**config.mk**
```make
export PLATFORM = sky130hd
export DESIGN_NAME = td4_controller
export DESIGN_NICKNAME = d
export VERILOG_FILES = /design/src/rtl/td4_pkg.sv /design/src/rtl/td4_decoder.sv /design/src/rtl/td4_controller.sv
export SDC_FILE = /design/constraint.sdc
export NUM_CORES = 1
export LEC_CHECK = 0
export ABC_CLOCK_PERIOD_IN_PS = 2000
export BUFFER_PORTS_ARGS = -buffer_cell sky130_fd_sc_hd__buf_2
export CORE_UTILIZATION = 30
export CTS_CLUSTER_DIAMETER = 40
export DETAILED_ROUTE_END_ITERATION = 6
export PLACE_DENSITY = 0.55
export REMOVE_ABC_BUFFERS = 1
export SYNTH_ARGS = -nofsm -noshare
export SYNTH_HDL_FRONTEND = slang
export SYNTH_HIERARCHICAL = 1
export SYNTH_SLANG_ARGS = --single-unit
```
**constraint.sdc**
```tcl
create_clock -name clk -period 2 [get_ports clk]
set_input_delay 0.3 -clock clk [delete_from_list [all_inputs] [get_ports clk]]
set_output_delay 0.3 -clock clk [all_outputs]
set_load 0.01 [all_outputs]
```
**src/rtl/td4_pkg.sv**
```systemverilog
// ----------------------------------------------------------------------------
// td4_pkg
// Shared definitions for the TD4 4-bit CPU controller:
//   - state_e   : two-phase FSM states (FETCH / EXEC)
//   - OP_*      : 4-bit opcode constants (instr[7:4])
//   - SEL_*     : register-file selector codes, {select_b, select_a}
//   - isAdd()   : true for the two opcodes that update carry from the adder
// ----------------------------------------------------------------------------
package td4_pkg;

    typedef enum logic {
        FETCH = 1'b0,
        EXEC  = 1'b1
    } state_e;

    localparam logic [3:0] OP_ADD_A_IM = 4'b0000;
    localparam logic [3:0] OP_MOV_A_IM = 4'b0001;
    localparam logic [3:0] OP_MOV_A_C  = 4'b0010;
    localparam logic [3:0] OP_MOV_A_B  = 4'b0011;
    localparam logic [3:0] OP_MOV_B_A  = 4'b0100;
    localparam logic [3:0] OP_ADD_B_IM = 4'b0101;
    localparam logic [3:0] OP_MOV_B_C  = 4'b0110;
    localparam logic [3:0] OP_MOV_B_IM = 4'b0111;
    localparam logic [3:0] OP_MOV_D_B  = 4'b1001;
    localparam logic [3:0] OP_MOV_D_IM = 4'b1011;
    localparam logic [3:0] OP_JNC      = 4'b1110;
    localparam logic [3:0] OP_JMP      = 4'b1111;

    localparam logic [1:0] SEL_A = 2'b00;
    localparam logic [1:0] SEL_B = 2'b01;
    localparam logic [1:0] SEL_C = 2'b10;
    localparam logic [1:0] SEL_D = 2'b11;

    function automatic logic isAdd(input logic [3:0] op);
        return (op == OP_ADD_A_IM) || (op == OP_ADD_B_IM);
    endfunction

endpackage

```
**src/rtl/td4_decoder.sv**
```systemverilog
// ----------------------------------------------------------------------------
// td4_decoder
// Purely combinational instruction decoder. Translates the latched
// instruction word into datapath controls; the controller gates these with
// the EXEC phase, so this block does not know about timing.
// Ports:
//   ir_i           [7:0] latched instruction, [7:4] opcode, [3:0] immediate
//   carry_i              current carry flag (for JNC)
//   sel_o          [1:0] register selector {select_b, select_a}
//   zero_src_o           force adder register operand to zero
//   imm_o          [3:0] adder immediate operand
//   load_o         [3:0] write enables, bit n = register n (A,B,C,D)
//   jump_taken_o         PC loads the immediate instead of incrementing
//   carry_update_o       carry takes the adder carry-out (else cleared)
// ----------------------------------------------------------------------------
module td4_decoder
    import td4_pkg::*;
(
    input  logic [7:0] ir_i,
    input  logic       carry_i,
    output logic [1:0] sel_o,
    output logic       zero_src_o,
    output logic [3:0] imm_o,
    output logic [3:0] load_o,
    output logic       jump_taken_o,
    output logic       carry_update_o
);

    logic [3:0] opcode;
    logic [3:0] immField;

    assign opcode   = ir_i[7:4];
    assign immField = ir_i[3:0];

    // Register-to-register moves use imm 0 so the adder passes the selected
    // register through unchanged; unknown opcodes fall into the NOP default.
    always_comb begin
        sel_o          = SEL_A;
        zero_src_o     = 1'b0;
        imm_o          = 4'h0;
        load_o         = 4'b0000;
        jump_taken_o   = 1'b0;
        carry_update_o = isAdd(opcode);
        case (opcode)
            OP_ADD_A_IM: begin sel_o = SEL_A; imm_o = immField; load_o = 4'b0001; end
            OP_ADD_B_IM: begin sel_o = SEL_B; imm_o = immField; load_o = 4'b0010; end
            OP_MOV_A_B:  begin sel_o = SEL_B; load_o = 4'b0001; end
            OP_MOV_B_A:  begin sel_o = SEL_A; load_o = 4'b0010; end
            OP_MOV_A_IM: begin zero_src_o = 1'b1; imm_o = immField; load_o = 4'b0001; end
            OP_MOV_B_IM: begin zero_src_o = 1'b1; imm_o = immField; load_o = 4'b0010; end
            OP_MOV_A_C:  begin sel_o = SEL_C; load_o = 4'b0001; end
            OP_MOV_B_C:  begin sel_o = SEL_C; load_o = 4'b0010; end
            OP_MOV_D_B:  begin sel_o = SEL_B; load_o = 4'b1000; end
            OP_MOV_D_IM: begin zero_src_o = 1'b1; imm_o = immField; load_o = 4'b1000; end
            OP_JMP:      begin imm_o = immField; jump_taken_o = 1'b1; end
            OP_JNC:      begin imm_o = immField; jump_taken_o = ~carry_i; end
            default:     begin end
        endcase
    end

endmodule

```
**src/rtl/td4_controller.sv**
```systemverilog
// ----------------------------------------------------------------------------
// td4_controller
// Two-phase (FETCH/EXEC) controller for the TD4 4-bit CPU. FETCH latches the
// ROM word into IR; EXEC drives the datapath controls for one cycle and
// updates PC and carry at its end.
// Optional build macro: TD4_SINGLE_STEP_EN adds input 'step'; FETCH then
// waits for step==1 before latching, giving one instruction per pulse.
// Ports:
//   clk, reset           clock, synchronous active-high reset
//   instr        [7:0]   ROM word at address pc
//   carry_in             carry-out of the external adder
//   pc           [3:0]   program counter / ROM address
//   imm          [3:0]   adder immediate operand
//   select_a, select_b   register selector {select_b, select_a}
//   zero_src             force adder register operand to 0
//   load0..load3         write enables for A, B, C, D
//   carry                carry flag
//   step                 (TD4_SINGLE_STEP_EN only) advance from FETCH
// ----------------------------------------------------------------------------
module td4_controller
    import td4_pkg::*;
#(
    parameter logic [3:0] RESET_PC = 4'h0
) (
    input  logic       clk,
    input  logic       reset,
    input  logic [7:0] instr,
    input  logic       carry_in,
    output logic [3:0] pc,
    output logic [3:0] imm,
    output logic       select_a,
    output logic       select_b,
    output logic       zero_src,
    output logic       load0,
    output logic       load1,
    output logic       load2,
    output logic       load3,
    output logic       carry
`ifdef TD4_SINGLE_STEP_EN
    ,
    input  logic       step
`endif
);

    state_e     state_q, state_d;
    logic [3:0] pc_q, pc_d;
    logic       carry_q, carry_d;
    logic [7:0] ir_q, ir_d;

    logic       advance;
    logic       isExec;
    logic [1:0] decSel;
    logic       decZero;
    logic [3:0] decImm;
    logic [3:0] decLoad;
    logic       decJump;
    logic       decCarryUpd;

`ifdef TD4_SINGLE_STEP_EN
    assign advance = step;
`else
    assign advance = 1'b1;
`endif

    td4_decoder uDecoder (
        .ir_i           (ir_q),
        .carry_i        (carry_q),
        .sel_o          (decSel),
        .zero_src_o     (decZero),
        .imm_o          (decImm),
        .load_o         (decLoad),
        .jump_taken_o   (decJump),
        .carry_update_o (decCarryUpd)
    );

    always_ff @(posedge clk) begin
        if (reset) begin
            state_q <= FETCH;
            pc_q    <= RESET_PC;
            carry_q <= 1'b0;
            ir_q    <= 8'h00;
        end else begin
            state_q <= state_d;
            pc_q    <= pc_d;
            carry_q <= carry_d;
            ir_q    <= ir_d;
        end
    end

    always_comb begin
        state_d = state_q;
        pc_d    = pc_q;
        carry_d = carry_q;
        ir_d    = ir_q;
        case (state_q)
            FETCH: begin
                if (advance) begin
                    ir_d    = instr;
                    state_d = EXEC;
                end
            end
            EXEC: begin
                state_d = FETCH;
                pc_d    = decJump ? ir_q[3:0] : pc_q + 4'd1;
                carry_d = decCarryUpd ? carry_in : 1'b0;
            end
            default: state_d = FETCH;
        endcase
    end

    assign isExec = (state_q == EXEC);

    // Loads are also masked by reset so a register file clocked on the same
    // edge never captures the result of an instruction that reset aborts.
    assign select_a = isExec & decSel[0];
    assign select_b = isExec & decSel[1];
    assign zero_src = isExec & decZero;
    assign imm      = isExec ? decImm : 4'h0;
    assign load0    = isExec & ~reset & decLoad[0];
    assign load1    = isExec & ~reset & decLoad[1];
    assign load2    = isExec & ~reset & decLoad[2];
    assign load3    = isExec & ~reset & decLoad[3];
    assign pc       = pc_q;
    assign carry    = carry_q;

endmodule

```
==> results.toml <==
[timing]
max_freq_mhz = 532
setup_tns_ns = 0
slew_viol_final = 0
period_share = 0.940
rsz0062_at_grt = "false"
fin_skew_ns = 0.00269
finalHoldViolCount = 0
setup_viol = 0
final.setup.worst_slack_ns = 0.119
period_minus_slack_ns = 1.88

[detailed_routing]
drtAntennaViolNets = 0
avgRoutedWirePerCell_microns = 11.6
drtIter0Drc = 9
drc = 0
drt-vias-per-instance = 4.83
dr.pass1.iters = 4
via_count = 778
drt_wl_total_microns = 1880

[place]
dp_slack_ns = 0.333
gp_congestion = 0.741
hpwl_microns = 1380
placed_cell_area_sq_mm = 0.00102
io_buffer_count = 25

[grt]
use_met3 = 0.0419
met2_usage = 0.223
grt_pass1_wl_microns = 3270
grt-busiest-layer = "met2"
met1_usage = 0.158
grt.overflow.total = 0
antenna_found_initial = 0
grt_use_total = 0.130
grt_pass1_vias = 736
grt_max_degree = 16

[yosys]
synth_mux_area_frac = 0.102
yosysUniqueCellTypes = 34
yosys_warnings = 6
yosys.area.top_type_share = 0.318
yosys.area_share.adder = 0.0142
ys_seq_area_frac = 0.318
yosys-top-cells-area = "dfxtp_1, mux2i_1, and2_1, nor2_1, o32ai_1"
synth_top_family_by_area = "simple AND/OR/NAND/NOR gates"
netlist_instances = 107
yosys.area_share.simple = 0.306
synth-xor-area-share = 0.00993
synth-compound-area-share = 0.155
netlist_area_sq_um = 882
synth_seq_cells = 14
synth_area_leader_cell = "dfxtp_1"
syn_area_per_cell_sq_um = 8.24

[finish]
antennaDiodeCount = 0
area_delta_synth_final_pct = 18.2
fin_nets = 144
drive_above_1_share = 0.285
n_fill_cell = 294
post-route-cell-area_sq_mm = 0.00104

[pwr]
clkPwrFrac = 0.263
seq_power_share = 0.548
p_int_uw = 424
p_per_area_mw_per_mm2 = 570
switchingPower_uw = 171
p_sw_frac = 0.287
p_leak_nw = 0.463
ir_drop_mv = 0.478
pwr-share-comb = 0.189

[cts]
clk-insertion-delay-late_ns = 0.27
cts_buffer_depth = 2
cts_hold_buf = 0
numClockSinks = 14
cts_resized = 0
cts_tree = "yes"
cts_setup_buffers = 0
numCtsBuffers = 3
ctsHtreeMaxLevel = 1
clkTransAtPathRegs_ns = 0.08
clock-root-buffer = "clkbuf_4"

[worst_setup_path]
crit_type = "reg -> out"
r2r_end = "pc[3]"
arrival_ns = 1.58
path_max_fanout = 14
cp-end-kind = "output pin"
reg2reg_slack_ns = 0.50
r2r_cells = 5
start_kind = "flop"
reg2reg_from = "ir_q[7]"
cp.required_ns = 1.70

[die]
die_w_microns = 56.2
row_count = 19
io_pins = 27
die_h_microns = 56.2
start_util = 0.317
core_area_sq_mm = 0.00278
die_area_sq_mm = 0.00316

[flow_run]
max-cap-violations = 0

[min_path]
hold_depth = 3
hp-class = "in -> reg"
min_from = "instr[5]"
hold_end = "ir_q[5]"

[status]
status = "complete, no violations"
## placed cells by master (no fill, tap or decap)
cell type	synthesis	layout
xor2_1	1	1
a211oi_1	1	1
nand3b_1	1	1
dfxtp_1	14	13
o211ai_1	4	4
o31ai_1	1	1
buf_4	1	4
conb_1	1	1
ha_1	1	1
clkbuf_4	0	3
dfxtp_2	0	1
nor3_1	2	2
o32ai_1	4	4
nand3_1	4	4
a21oi_1	5	5
mux2i_1	9	9
o21ai_0	1	1
and3_2	1	1
o21ai_1	1	1
and4bb_2	1	1
a31oi_1	2	2
nor2_1	11	11
nor2b_1	5	5
nor3b_1	1	1
nand4b_1	1	1
or2b_1	1	1
buf_2	4	25
or4b_1	1	1
inv_1	6	6
a31o_2	1	1
nand2_1	1	1
and2_1	12	12
or2_4	1	1
nand2b_1	3	3
## final cells by class
| class | instances | area (sq um) | area share |
|---|---|---|---|
| Clock buffer | 3 | 22.5 | 0.0216 |
| Inverter | 6 | 22.5 | 0.0216 |
| Multi-Input combinational cell | 78 | 522 | 0.501 |
| Sequential cell | 14 | 282 | 0.270 |
| Tap cell | 31 | 38.8 | 0.0372 |
| Timing Repair Buffer | 29 | 155 | 0.149 |
## sequential cells by signal (all words and copies together), names as in the netlist
signal  cells
ir_q        8
carry       1
pc          4
isExec      1
## power groups by stage
stage | combinational (mW) | sequential, mW | clock (mW)
floorplan | 0.0651 | 0.333 | 0
global placement | 0.112 | 0.331 | 0
detailed placement | 0.113 | 0.332 | 0
CTS | 0.113 | 0.325 | 0.166
global route | 0.127 | 0.331 | 0.176
finish | 0.112 | 0.326 | 0.156
## critical path, cell delays in order (launching register included)
cell	delay (ns)
dfxtp_1	0.45
or2_4	0.31
o32ai_1	0.27
and2_1	0.16
buf_2	0.12
## cell usage after synthesis
library cell  number
dfxtp_1           14
and2_1            12
nor2_1            11
mux2i_1            9
inv_1              6
a21oi_1            5
nor2b_1            5
buf_2              4
nand3_1            4
o211ai_1           4
o32ai_1            4
nand2b_1           3
a31oi_1            2
buf_6              2
clkbuf_1           2
nor3_1             2
a211oi_1           1
a31o_2             1
and3_2             1
and4bb_2           1
buf_4              1
conb_1             1
ha_1               1
nand2_1            1
nand3b_1           1
nand4b_1           1
nor3b_1            1
o21ai_0            1
o21ai_1            1
o31ai_1            1
or2_4              1
or2b_1             1
or4b_1             1
xor2_1             1
## per-layer routing
layer	share of wire	wire [microns]
met1	0.49	926
met2	0.47	889
met3	0.021	40
met4	0.010	19
met5	0	0
## worst max path at each step
stage | endpoint | slack, ns | start | depth (start not counted)
after floorplan | load0 | 0.50 | isExec | 2
after global placement | imm[3] | 0.40 | ir_q[6] | 4
after detailed placement | imm[3] | 0.33 | ir_q[6] | 4
after CTS | imm[3] | 0.03 | ir_q[6] | 4
after global routing | imm[1] | 0.006 | ir_q[7] | 4
final | imm[3] | 0.12 | ir_q[7] | 4
## kinds of logic (layout without fill, tap and decap cells)
| family | Yosys count | after routing |
|---|---|---|
| AND/OR/NAND/NOR | 46 | 46 |
| AO/OA/AOI/OAI | 20 | 20 |
| buffers and inverters | 15 | 38 |
| flip-flops | 14 | 14 |
| multiplexers | 9 | 9 |
| adder cells (fa/ha/maj) | 1 | 1 |
| other | 1 | 1 |
| XOR/XNOR | 1 | 1 |
## per-stage QoR
stage / hold slack [ns] / util / cells / power (mW)
after detailed placement: 0.486 / 0.366 / 158 / 0.445
final: 0.256 / 0.375 / 161 / 0.594
after global placement: 0.478 / 0.366 / 158 / 0.442
after CTS: 0.248 / 0.374 / 161 / 0.605
after floorplan: 0.367 / - / 98 / 0.398
after global routing: 0.268 / 0.375 / 161 / 0.633
(Power assumes the default switching activity.)
